File: src/rtl/instr_fetch_unit.sv
// instr_fetch_unit: PC/IR fetch stage over a synchronous ROM with relative branches.
// Define FETCH_HALT_DETECT_EN to stop fetching and raise Halted on HALT_WORD.
module instr_fetch_unit #(
    parameter int PC_W = 7,
    parameter int IR_W = 16,
    parameter logic [IR_W-1:0] HALT_WORD = 16'h5000
) (
    input  logic            Clk,
    input  logic            Reset,
    input  logic            FetchReq,
    input  logic            BranchEn,
    input  logic [7:0]      BranchOff,
    output logic [PC_W-1:0] RomAddr,
    input  logic [IR_W-1:0] RomData,
    output logic [PC_W-1:0] PC_Out,
    output logic [IR_W-1:0] IR_Out,
    output logic            IrValid,
    output logic            Busy,
    output logic            Halted
);
`ifdef FETCH_HALT_DETECT_EN
    localparam bit HALT_EN = 1'b1;
`else
    localparam bit HALT_EN = 1'b0;
`endif

    typedef enum logic [1:0] {IDLE, READ, HALT} state_t;

    state_t          state, state_n;
    logic [PC_W-1:0] off, target;

    // Sized signed cast sign-extends or truncates the offset to PC width.
    assign off     = PC_W'($signed(BranchOff));
    assign target  = BranchEn ? PC_Out + off : PC_Out;
    assign RomAddr = (state == IDLE) ? target : PC_Out;
    assign Busy    = (state == READ);
    assign Halted  = (state == HALT);

    always_comb begin
        state_n = state;
        case (state)
            IDLE:    state_n = FetchReq ? READ : IDLE;
            READ:    state_n = (HALT_EN && RomData == HALT_WORD) ? HALT : IDLE;
            default: state_n = HALT;
        endcase
    end

    always_ff @(posedge Clk) begin
        if (Reset) begin
            state   <= IDLE;
            PC_Out  <= '0;
            IR_Out  <= '0;
            IrValid <= 1'b0;
        end else begin
            state   <= state_n;
            IrValid <= (state == READ);
            if (state == IDLE && (FetchReq || BranchEn))
                PC_Out <= target;
            if (state == READ) begin
                IR_Out <= RomData;
                PC_Out <= PC_Out + 1'b1;
            end
        end
    end
endmodule

File: config.mk
export PLATFORM = sky130hd
export DESIGN_NAME = instr_fetch_unit
export DESIGN_NICKNAME = d
export VERILOG_FILES = /design/src/rtl/instr_fetch_unit.sv
export SDC_FILE = /design/constraint.sdc
export NUM_CORES = 1
export LEC_CHECK = 0
export BUFFER_PORTS_ARGS = -buffer_cell sky130_fd_sc_hd__buf_2
export CORE_UTILIZATION = 45
export DETAILED_ROUTE_END_ITERATION = 10
export GPL_TIMING_DRIVEN = 0
export PLACE_DENSITY = 0.76
export SETUP_SLACK_MARGIN = 0.1
export SLEW_MARGIN = 0
export SYNTH_ARGS = -nofsm -noshare
export SYNTH_HDL_FRONTEND = slang
export SYNTH_SLANG_ARGS = --single-unit
File: constraint.sdc
create_clock -name Clk -period 2.8 [get_ports Clk]
set_clock_uncertainty 0.15 [all_clocks]
set_input_delay 0.56 -clock Clk [delete_from_list [all_inputs] [get_ports Clk]]
set_output_delay 0.56 -clock Clk [all_outputs]
set_load 0.03 [all_outputs]
# Yosys cells after proc, flatten, opt, wreduce, memory -nomap -nowiden
# Cells that the tools add are included.
[op_classes] n_addsub=2 n_eq_ne=2 n_mux=6 reduce_logical=4
[ops] op="$mux 7" count=4
[ops] op="$add 7x1->7 const B" count=1
[ops] op="$add 7x7->7" count=1
[ops] op="$pmux 2 s2" count=1
[ops] op="$eq 2x1->1 const B" count=1
[ops] op="$eq 2x2->1 const B" count=1
[ops] op="$logic_not 2->1" count=1
[ops] op="$reduce_bool 2->1" count=1
[ops] op="$logic_and 1x1->1" count=1
[ops] op="$logic_or 1x1->1" count=1
[ops] op="$mux 1" count=1
[totals] reg_bits=26 in_bits=28 output_inout_bits=33 wordCells=18

# Logic depth before layout (Yosys ltp)
# Gate-level depths: netlist of run 1.
[depth] word_depth=4 ltp_mapped=7 depth_no_buf=7

# Least setup slack after synthesis of run 1
# No wires, ideal clock.
[synth_timing] path_kind="input-to-output" start="input port BranchOff[0]" end="output port RomAddr[4]" arrival_time_ns=2.285 required_ns=2.090 slack_ns=-0.195 path_stages=7 cell_sequence="ha_1 -> fa_1 -> a21o_1 -> a21oi_1 -> xnor2_1 -> mux2i_1 -> a21oi_1"
[synth_via] elab_chain_cells=3
[synth_lines] element="start: declaration" line_no="12" text="input logic [7:0] BranchOff,"
[synth_lines] element="$add 7x7->7" line_no="34" text="assign target = BranchEn ? PC_Out + off : PC_Out;"
[synth_lines] element="$mux 7" line_no="34"
[synth_lines] element="$mux 7" line_no="35" text="assign RomAddr = (state == IDLE) ? target : PC_Out;"
[synth_lines] element="end: declaration" line_no="13" text="output logic [PC_W-1:0] RomAddr,"
# Every way passes these cells.

# Worst setup path after layout of run 1
[layout_timing] start="register PC_Out[0]" end="output port RomAddr[4]"
[layout_via] elab_chain_cells=3
[layout_lines] element="start: declaration" line_no="15" text="output logic [PC_W-1:0] PC_Out,"
[layout_lines] element="start signal: assignment" line_no="58" text="PC_Out <= target;"
[layout_lines] element="start signal: assignment" line_no="61" text="PC_Out <= PC_Out + 1'b1;"
[layout_lines] element="$add 7x7->7" line_no="34"
[layout_lines] element="$mux 7" line_no="34"
[layout_lines] element="$mux 7" line_no="35"
# Every way passes these cells.

==> summary.txt, run 1 <==
net switching fraction of the power = 0.362
Post-Synth Adder-Cell Area = 0.0751
post-route insts no fill = 296
worst setup timing slack at the placement stage = -0.128 ns
worst-margin pin slew = 0.455 ns
H-tree Lvls = 1
drt drc = 0
via count = 1,465
number of placed instances with taps included = 285
final setup vio count = 1
peak per-stage delay on the critical path = 0.38 ns
VDD IR-drop max = 0.457 mV
Die ar. = 3410 µm²
global-route wire length before repair = 5470 µm
number of buffers on the longest clock path = 2
top cell type's share of synthesized area = 0.363
async set-or-reset flop fraction in the synthesized netlist = 0
power dissipated by switching net loads = 368 µW
average footprint of a synthesized cell = 7.83 µm²
multiplexer area fraction after synthesis = 0.0218
status = finished with violations
area taken by flip-flops and latches = 532 µm²
cells taking the most area after synthesis = sky130_fd_sc_hd__dfxtp_1 36%, sky130_fd_sc_hd__nand2_1 11%, sky130_fd_sc_hd__a21oi_1 10%
count of state elements after synthesis = 26
number of buffers inserted during clock tree synthesis = 3
fraction of layout cells with a size suffix above 1 = 0.397
setup repair after global routing missed its margin = yes
hold violation count in the final report = 0
cell-internal power = 648 µW
Worst Hold Launch = IR_Out[3]
antenna fix cells = 0
family with the most delay on the worst path = adder cells
startpoint types = register
synthesized-area fraction occupied by ao, oa, aoi and oai cells = 0.200
Final period util = 1.00
most area-hungry cell type in the Yosys netlist = sky130_fd_sc_hd__dfxtp_1
# clock sinks = 26
hold crit path type = reg -> reg
post-synthesis cell area = 1430 µm²
Post-synth EDFFs = 0
Antenna Nets Post-Route = 0
starting density of the core = 0.473
routability cong. = 0.830
count of port buffers added during placement = 58
final design utilization = 0.646
Power Dens Cells = 519 nW/µm²
leak pwr = 0.914 nW
power share of the combinational group = 0.399
warning count from the yosys run = 0
final-layout worst hold slack = 0.309 ns
die width = 58.4 µm
final-report max-slew violation count = 0
first-pass iteration count of the detailed router = 6
Fmax = 356 MHz
number of vias per cell = 4.95
worst path setup slack after routing = -0.00670 ns
I/O Pins = 61
CP cell instances = ha_4 > fa_2 > a21o_1 > a21oi_2 > xnor2_1 > mux2i_1 > a21oi_2 > buf_6
crit path capture type = output port
DPL Wire Length = 2450 µm
Worst Setup SP = PC_Out[0]
# Max-Cap Violations = 0
failing checks = setup timing
routed wire length = 3350 µm
library cells used by synthesis = 44
Clk network pwr share = 0.180
fill count = 305
clock period minus final worst setup slack = 2.81 ns
synthesized-area fraction occupied by and/or/nand/nor cells = 0.252
library cell used as clock root buffer = sky130_fd_sc_hd__clkbuf_4
Slew headroom = 0.697
fraction of synthesized cell area in xor and xnor cells = 0.0306
number of standard cells after synthesis = 183
worst-path fanout max = 3
number of nets at the end of the flow = 289
Sequential Power Share = 0.421
worst-skew pair later-pin latency = 0.31 ns
Overflow after GRT = 0
main combinational cell family by area after synthesis = simple AND/OR/NAND/NOR gates
antenna violations before repair = 0
CP arrival = 2.10 ns
drt initial violations = 34
total core area = 3030 µm²
WP data required = 2.09 ns
sequential area share after synthesis = 0.363
Total Routing Usage GR = 0.206
slowest library cell on the worst path = sky130_fd_sc_hd__dfxtp_4
average wire length per cell after detail routing = 11.3 µm
critical path buffer and inverter count = 1
num rows = 20
clock-pin slew on the worst setup and hold paths = 0.13 ns
Reg-to-Reg Start = PC_Out[0]
Tot Pwr = 1.02 mW
Crit Path Class = reg -> out
via count of the first global-routing pass = 1,256
number of nets in the synthesized netlist = 219
CTS tree = built
layout overhead on the synthesized area = 36.6%
largest net degree at the start of global routing = 15
most used flip-flop cell after synthesis = sky130_fd_sc_hd__dfxtp_1
height of the die = 58.4 µm
cell repeated most along the worst path = sky130_fd_sc_hd__a21oi_2
area of the multi-input gates = 895 µm²
==> per-layer routing <==
metal	track usage	part of all wire	wire length (µm)
met1	0.272	0.46	1530
met5	0	0	0
met3	0.0418	0.028	95
met4	0.0544	0.0024	8
met2	0.343	0.51	1710
==> power by group through the flow <==
stage,combinational [mW],clock [mW],sequential (mW)
6_report,0.405,0.183,0.428
5_1_grt,0.441,0.208,0.433
4_1_cts,0.390,0.191,0.427
3_3_place_gp,0.361,0,0.435
3_5_place_dp,0.364,0,0.436
2_1_floorplan,0.225,0,0.478
==> repair_timing <==
item,CTS,global route
setup buffers,5,2
setup endpoints to repair,3,3
pin swaps,6,7
resized for setup,9,5
hold buffers,0,0
gates cloned,0,0
==> worst min-delay path, stage by stage (launching register included) <==
cell	delay (ns)
sky130_fd_sc_hd__dfxtp_1	0.33
sky130_fd_sc_hd__nand2_1	0.05
sky130_fd_sc_hd__a21oi_1	0.05
==> cell type report <==
type / count / share of cell area
clock buffer: 4 / 0.0185
tap: 44 / 0.0281
buffer: 11 / 0.0339
timing repair buffer: 65 / 0.183
inverter: 4 / 0.00767
sequential: 26 / 0.272
multi-input combinational: 142 / 0.457
==> state kept, by name (all words and copies together) (netlist names) <==
register,cells
IR_Out,16
PC_Out,7
state,2
IrValid,1
==> placed cells by master, fill, tap and decap left out, types with 4 or more instances in the layout <==
| master | synthesis | layout |
|---|---|---|
| sky130_fd_sc_hd__ha_1 | 7 | 4 |
| sky130_fd_sc_hd__a21oi_1 | 29 | 27 |
| sky130_fd_sc_hd__buf_4 | 1 | 9 |
| sky130_fd_sc_hd__buf_6 | 2 | 4 |
| sky130_fd_sc_hd__buf_2 | 5 | 60 |
| sky130_fd_sc_hd__dfxtp_1 | 26 | 21 |
| sky130_fd_sc_hd__nor2_1 | 10 | 9 |
| sky130_fd_sc_hd__nand2_1 | 43 | 43 |
==> stage by stage <==
| step | instance area [µm²] | TNS (ns) |
|---|---|---|
| floorplan | 1480 | 0 |
| global placement | 1820 | -0.198 |
| detailed placement | 1820 | -0.193 |
| CTS | 1920 | -0.0182 |
| global route | 1960 | -0.252 |
| finish | 1960 | -0.00670 |
==> path summary, 6_finish.rpt <==
check / endpoint / slack (ns) / cells past startpoint
setup / recovery: RomAddr[4] / -0.007 / 8
hold / removal: IR_Out[3] / 0.31 / 2
setup reg to reg: PC_Out[4] / 0.72 / 9
hold reg to reg: IR_Out[3] / 0.31 / 2
==> cell families (layout without fill, tap and decap cells) <==
group,after synthesis,count (layout)
simple gates,77,77
flops,26,26
compound gates,49,49
xor+xnor,5,5
mux,3,3
buf+inv,15,84
fa+ha+maj,8,8
==> cell usage after synthesis, types with 2 or more instances <==
library cell	instances
sky130_fd_sc_hd__a211oi_1	3
sky130_fd_sc_hd__a21o_1	3
sky130_fd_sc_hd__a21oi_1	29
sky130_fd_sc_hd__a31oi_1	2
sky130_fd_sc_hd__buf_2	5
sky130_fd_sc_hd__buf_6	2
sky130_fd_sc_hd__clkbuf_1	3
sky130_fd_sc_hd__dfxtp_1	26
sky130_fd_sc_hd__ha_1	7
sky130_fd_sc_hd__inv_1	2
sky130_fd_sc_hd__inv_2	2
sky130_fd_sc_hd__mux2i_1	2
sky130_fd_sc_hd__nand2_1	43
sky130_fd_sc_hd__nand2b_1	2
sky130_fd_sc_hd__nand3_1	3
sky130_fd_sc_hd__nor2_1	10
sky130_fd_sc_hd__nor2b_1	2
sky130_fd_sc_hd__nor3_1	3
sky130_fd_sc_hd__nor4_1	2
sky130_fd_sc_hd__o21ai_0	2
sky130_fd_sc_hd__o21ai_1	3
sky130_fd_sc_hd__or2_1	2
sky130_fd_sc_hd__xnor2_1	4
No activity file was read; power rests on OpenSTA's default activity.
==> inputs of run 2 (changes only) <==
--- a/config.mk
+++ b/config.mk
@@ -5,11 +5,12 @@
 export SDC_FILE = /design/constraint.sdc
 export NUM_CORES = 1
 export LEC_CHECK = 0
+export ABC_AREA = 1
 export BUFFER_PORTS_ARGS = -buffer_cell sky130_fd_sc_hd__buf_2
 export CORE_UTILIZATION = 45
 export DETAILED_ROUTE_END_ITERATION = 10
 export GPL_TIMING_DRIVEN = 0
-export PLACE_DENSITY = 0.76
+export PLACE_DENSITY = 0.75
 export SETUP_SLACK_MARGIN = 0.1
 export SLEW_MARGIN = 0
 export SYNTH_ARGS = -nofsm -noshare
==> run 2 against run 1 <==
Effect of this change: the flow now finishes without violations; clock power up 4%; via count up 14%; sequential power up 2%; combinational power up 11%; cell count up 15%; critical path depth up 2; setup slack better by 0.11 ns; sequential share of layout area down 1.4 points.
==> summary.txt, run 2 <==
status = complete, no violations
WP data required = 2.09 ns
top cell type's share of synthesized area = 0.346
largest net degree at the start of global routing = 15
clock-pin slew on the worst setup and hold paths = 0.14 ns
routability cong. = 0.806
first-pass iteration count of the detailed router = 4
# Max-Cap Violations = 0
count of port buffers added during placement = 58
number of buffers inserted during clock tree synthesis = 3
r2r setup slk = 0.77 ns
commonest non-fill, non-tap cell in the layout = sky130_fd_sc_hd__buf_2
Hold Path End = IR_Out[0]
most frequent cells in the layout = 55 x sky130_fd_sc_hd__buf_2, 46 x sky130_fd_sc_hd__nor2_1, 36 x sky130_fd_sc_hd__nand2_1, 28 x sky130_fd_sc_hd__o21ai_1, 21 x sky130_fd_sc_hd__dfxtp_1
I/O Pins = 61
most used flip-flop cell after synthesis = sky130_fd_sc_hd__dfxtp_1
starting density of the core = 0.485
antenna fix cells = 0
fill count = 310
Top reg by flops = IR_Out
final-report max-slew violation count = 0
worst-path fanout max = 2
number of nets in the synthesized netlist = 260
CP arrival = 1.99 ns
top cells by instance count after synthesis = 46 x sky130_fd_sc_hd__nor2_1, 38 x sky130_fd_sc_hd__nand2_1, 27 x sky130_fd_sc_hd__o21ai_1, 26 x sky130_fd_sc_hd__dfxtp_1, 18 x sky130_fd_sc_hd__inv_1
via count = 1,670
Fmax = 371 MHz
H-tree Lvls = 1
number of vias per cell = 4.93
Overflow after GRT = 0
Post-synth EDFFs = 0
average wire length per cell after detail routing = 11.2 µm
die width = 59.8 µm
setup repair after global routing missed its margin = yes
hold-critical path depth = 3
most used standard cell by instance count after synthesis = sky130_fd_sc_hd__nor2_1
crit path capture type = output port
R2R Path End = PC_Out[6]
Total Routing Usage GR = 0.220
area of the multi-input gates = 921 µm²
fraction of layout cells with a size suffix above 1 = 0.356
clock period minus final worst setup slack = 2.70 ns
async set-or-reset flop fraction in the synthesized netlist = 0
Worst Hold Launch = RomData[0]
library cell used as clock root buffer = sky130_fd_sc_hd__clkbuf_4
Crit Path Class = reg -> out
hold crit path type = in -> reg
Antenna Nets Post-Route = 0
number of buffers on the longest clock path = 2
startpoint types = register
count of state elements after synthesis = 26
Die ar. = 3580 µm²
cell count of the worst reg-to-reg path = 13
library cells used by synthesis = 25
height of the die = 59.8 µm
worst-skew pair later-pin latency = 0.32 ns
drt initial violations = 65
Final period util = 0.963
number of flip-flops in the largest register = 16
num rows = 20
drt drc = 0
global-route wire length before repair = 5970 µm
CTS tree = built
final-layout worst hold slack = 0.293 ns
Reg-to-Reg Start = PC_Out[0]
leak pwr = 1.07 nW
instance area at placement = 1860 µm²
sequential area share after synthesis = 0.346
Power Dens Cells = 521 nW/µm²
largest registers = IR_Out (16), PC_Out (7), state (2)
number of standard cells after synthesis = 224
VDD IR-drop max = 0.365 mV
most area-hungry cell type in the Yosys netlist = sky130_fd_sc_hd__dfxtp_1
layout overhead on the synthesized area = 37.3%
final setup vio count = 0
antenna violations before repair = 0
DPL Wire Length = 2710 µm
fin area = 2070 µm²
Slew headroom = 0.694
post-synthesis cell area = 1510 µm²
total core area = 3100 µm²
number of nets at the end of the flow = 332
worst-margin pin slew = 0.459 ns
area taken by flip-flops and latches = 532 µm²
hold violation count in the final report = 0
via count of the first global-routing pass = 1,381
# clock sinks = 26
cells taking the most area after synthesis = sky130_fd_sc_hd__dfxtp_1 35%, sky130_fd_sc_hd__nor2_1 11%, sky130_fd_sc_hd__nand2_1 9.5%
warning count from the yosys run = 0
routed wire length = 3800 µm
average footprint of a synthesized cell = 6.72 µm²
[run 2: how the worst max path moves through the flow]
stage | end | depth (start not counted) | start | slack [ns]
2_1_floorplan | RomAddr[6] | 9 | BranchOff[0] | 0.14
3_3_place_gp | RomAddr[6] | 11 | BranchOff[0] | -0.09
3_5_place_dp | RomAddr[6] | 11 | BranchOff[0] | -0.11
4_1_cts | RomAddr[6] | 10 | PC_Out[0] | 0.04
5_1_grt | RomAddr[6] | 10 | PC_Out[0] | 0.01
6_report | RomAddr[6] | 10 | PC_Out[0] | 0.10
[run 2: cells by family after synthesis]
group / Yosys count / synth area share
and+or+nand+nor: 104 / 0.280
muxes: 1 / 0.00665
AOI/OAI and AO/OA: 53 / 0.192
adders and majority gates: 8 / 0.0715
xor gates and xnor gates: 1 / 0.00582
DFF: 26 / 0.346
buffers and inverters: 31 / 0.0981
[run 2: timing repair]
action,in CTS,in global routing
gates resized for setup,14,17
hold buffers,0,0
endpoints found under the setup margin,3,5
setup buffers,5,4
pin swaps,3,8
[run 2: per-stage QoR]
step | instances | power, mW | setup slack [ns] | utilization | TNS (ns)
3_3_place_gp | 326 | 0.816 | -0.0917 | 0.598 | -0.115
2_1_floorplan | 224 | 0.716 | 0.138 | - | 0
4_1_cts | 335 | 1.04 | 0.0406 | 0.637 | 0
6_report | 339 | 1.08 | 0.105 | 0.666 | 0
3_5_place_dp | 326 | 0.822 | -0.106 | 0.598 | -0.152
5_1_grt | 339 | 1.15 | 0.0117 | 0.666 | 0
[run 2: cell type report]
type	count	share of cell area
Clock buffer	4	0.0176
Multi-Input combinational cell	167	0.446
Inverter	23	0.0418
Tap cell	44	0.0266
Buffer	8	0.0297
Timing Repair Buffer	67	0.182
Sequential cell	26	0.257
[run 2: metal layers]
layer / share of wire / vias to the layer above / track usage
li1: - / 876 / -
met4: 0.011 / 0 / 0.0897
met5: 0 / - / 0
met3: 0.055 / 5 / 0.0390
met1: 0.45 / 736 / 0.283
met2: 0.48 / 53 / 0.362
[run 2: power by group]
part	internal, mW	total [mW]	switching (mW)
combinational	0.175	0.451	0.276
clock	0.0796	0.191	0.111
sequential	0.402	0.435	0.0323
[run 2: critical path, cell delays in order, from the launching register on]
cell and delay [ns]:
sky130_fd_sc_hd__dfxtp_4 0.38, sky130_fd_sc_hd__ha_4 0.17, sky130_fd_sc_hd__fa_2 0.36, sky130_fd_sc_hd__nand2_2 0.08, sky130_fd_sc_hd__nand2_2 0.07, sky130_fd_sc_hd__nand3_2 0.07
sky130_fd_sc_hd__nand2_1 0.06, sky130_fd_sc_hd__nand2_1 0.08, sky130_fd_sc_hd__nand3_2 0.09, sky130_fd_sc_hd__a31oi_4 0.15, sky130_fd_sc_hd__buf_6 0.15
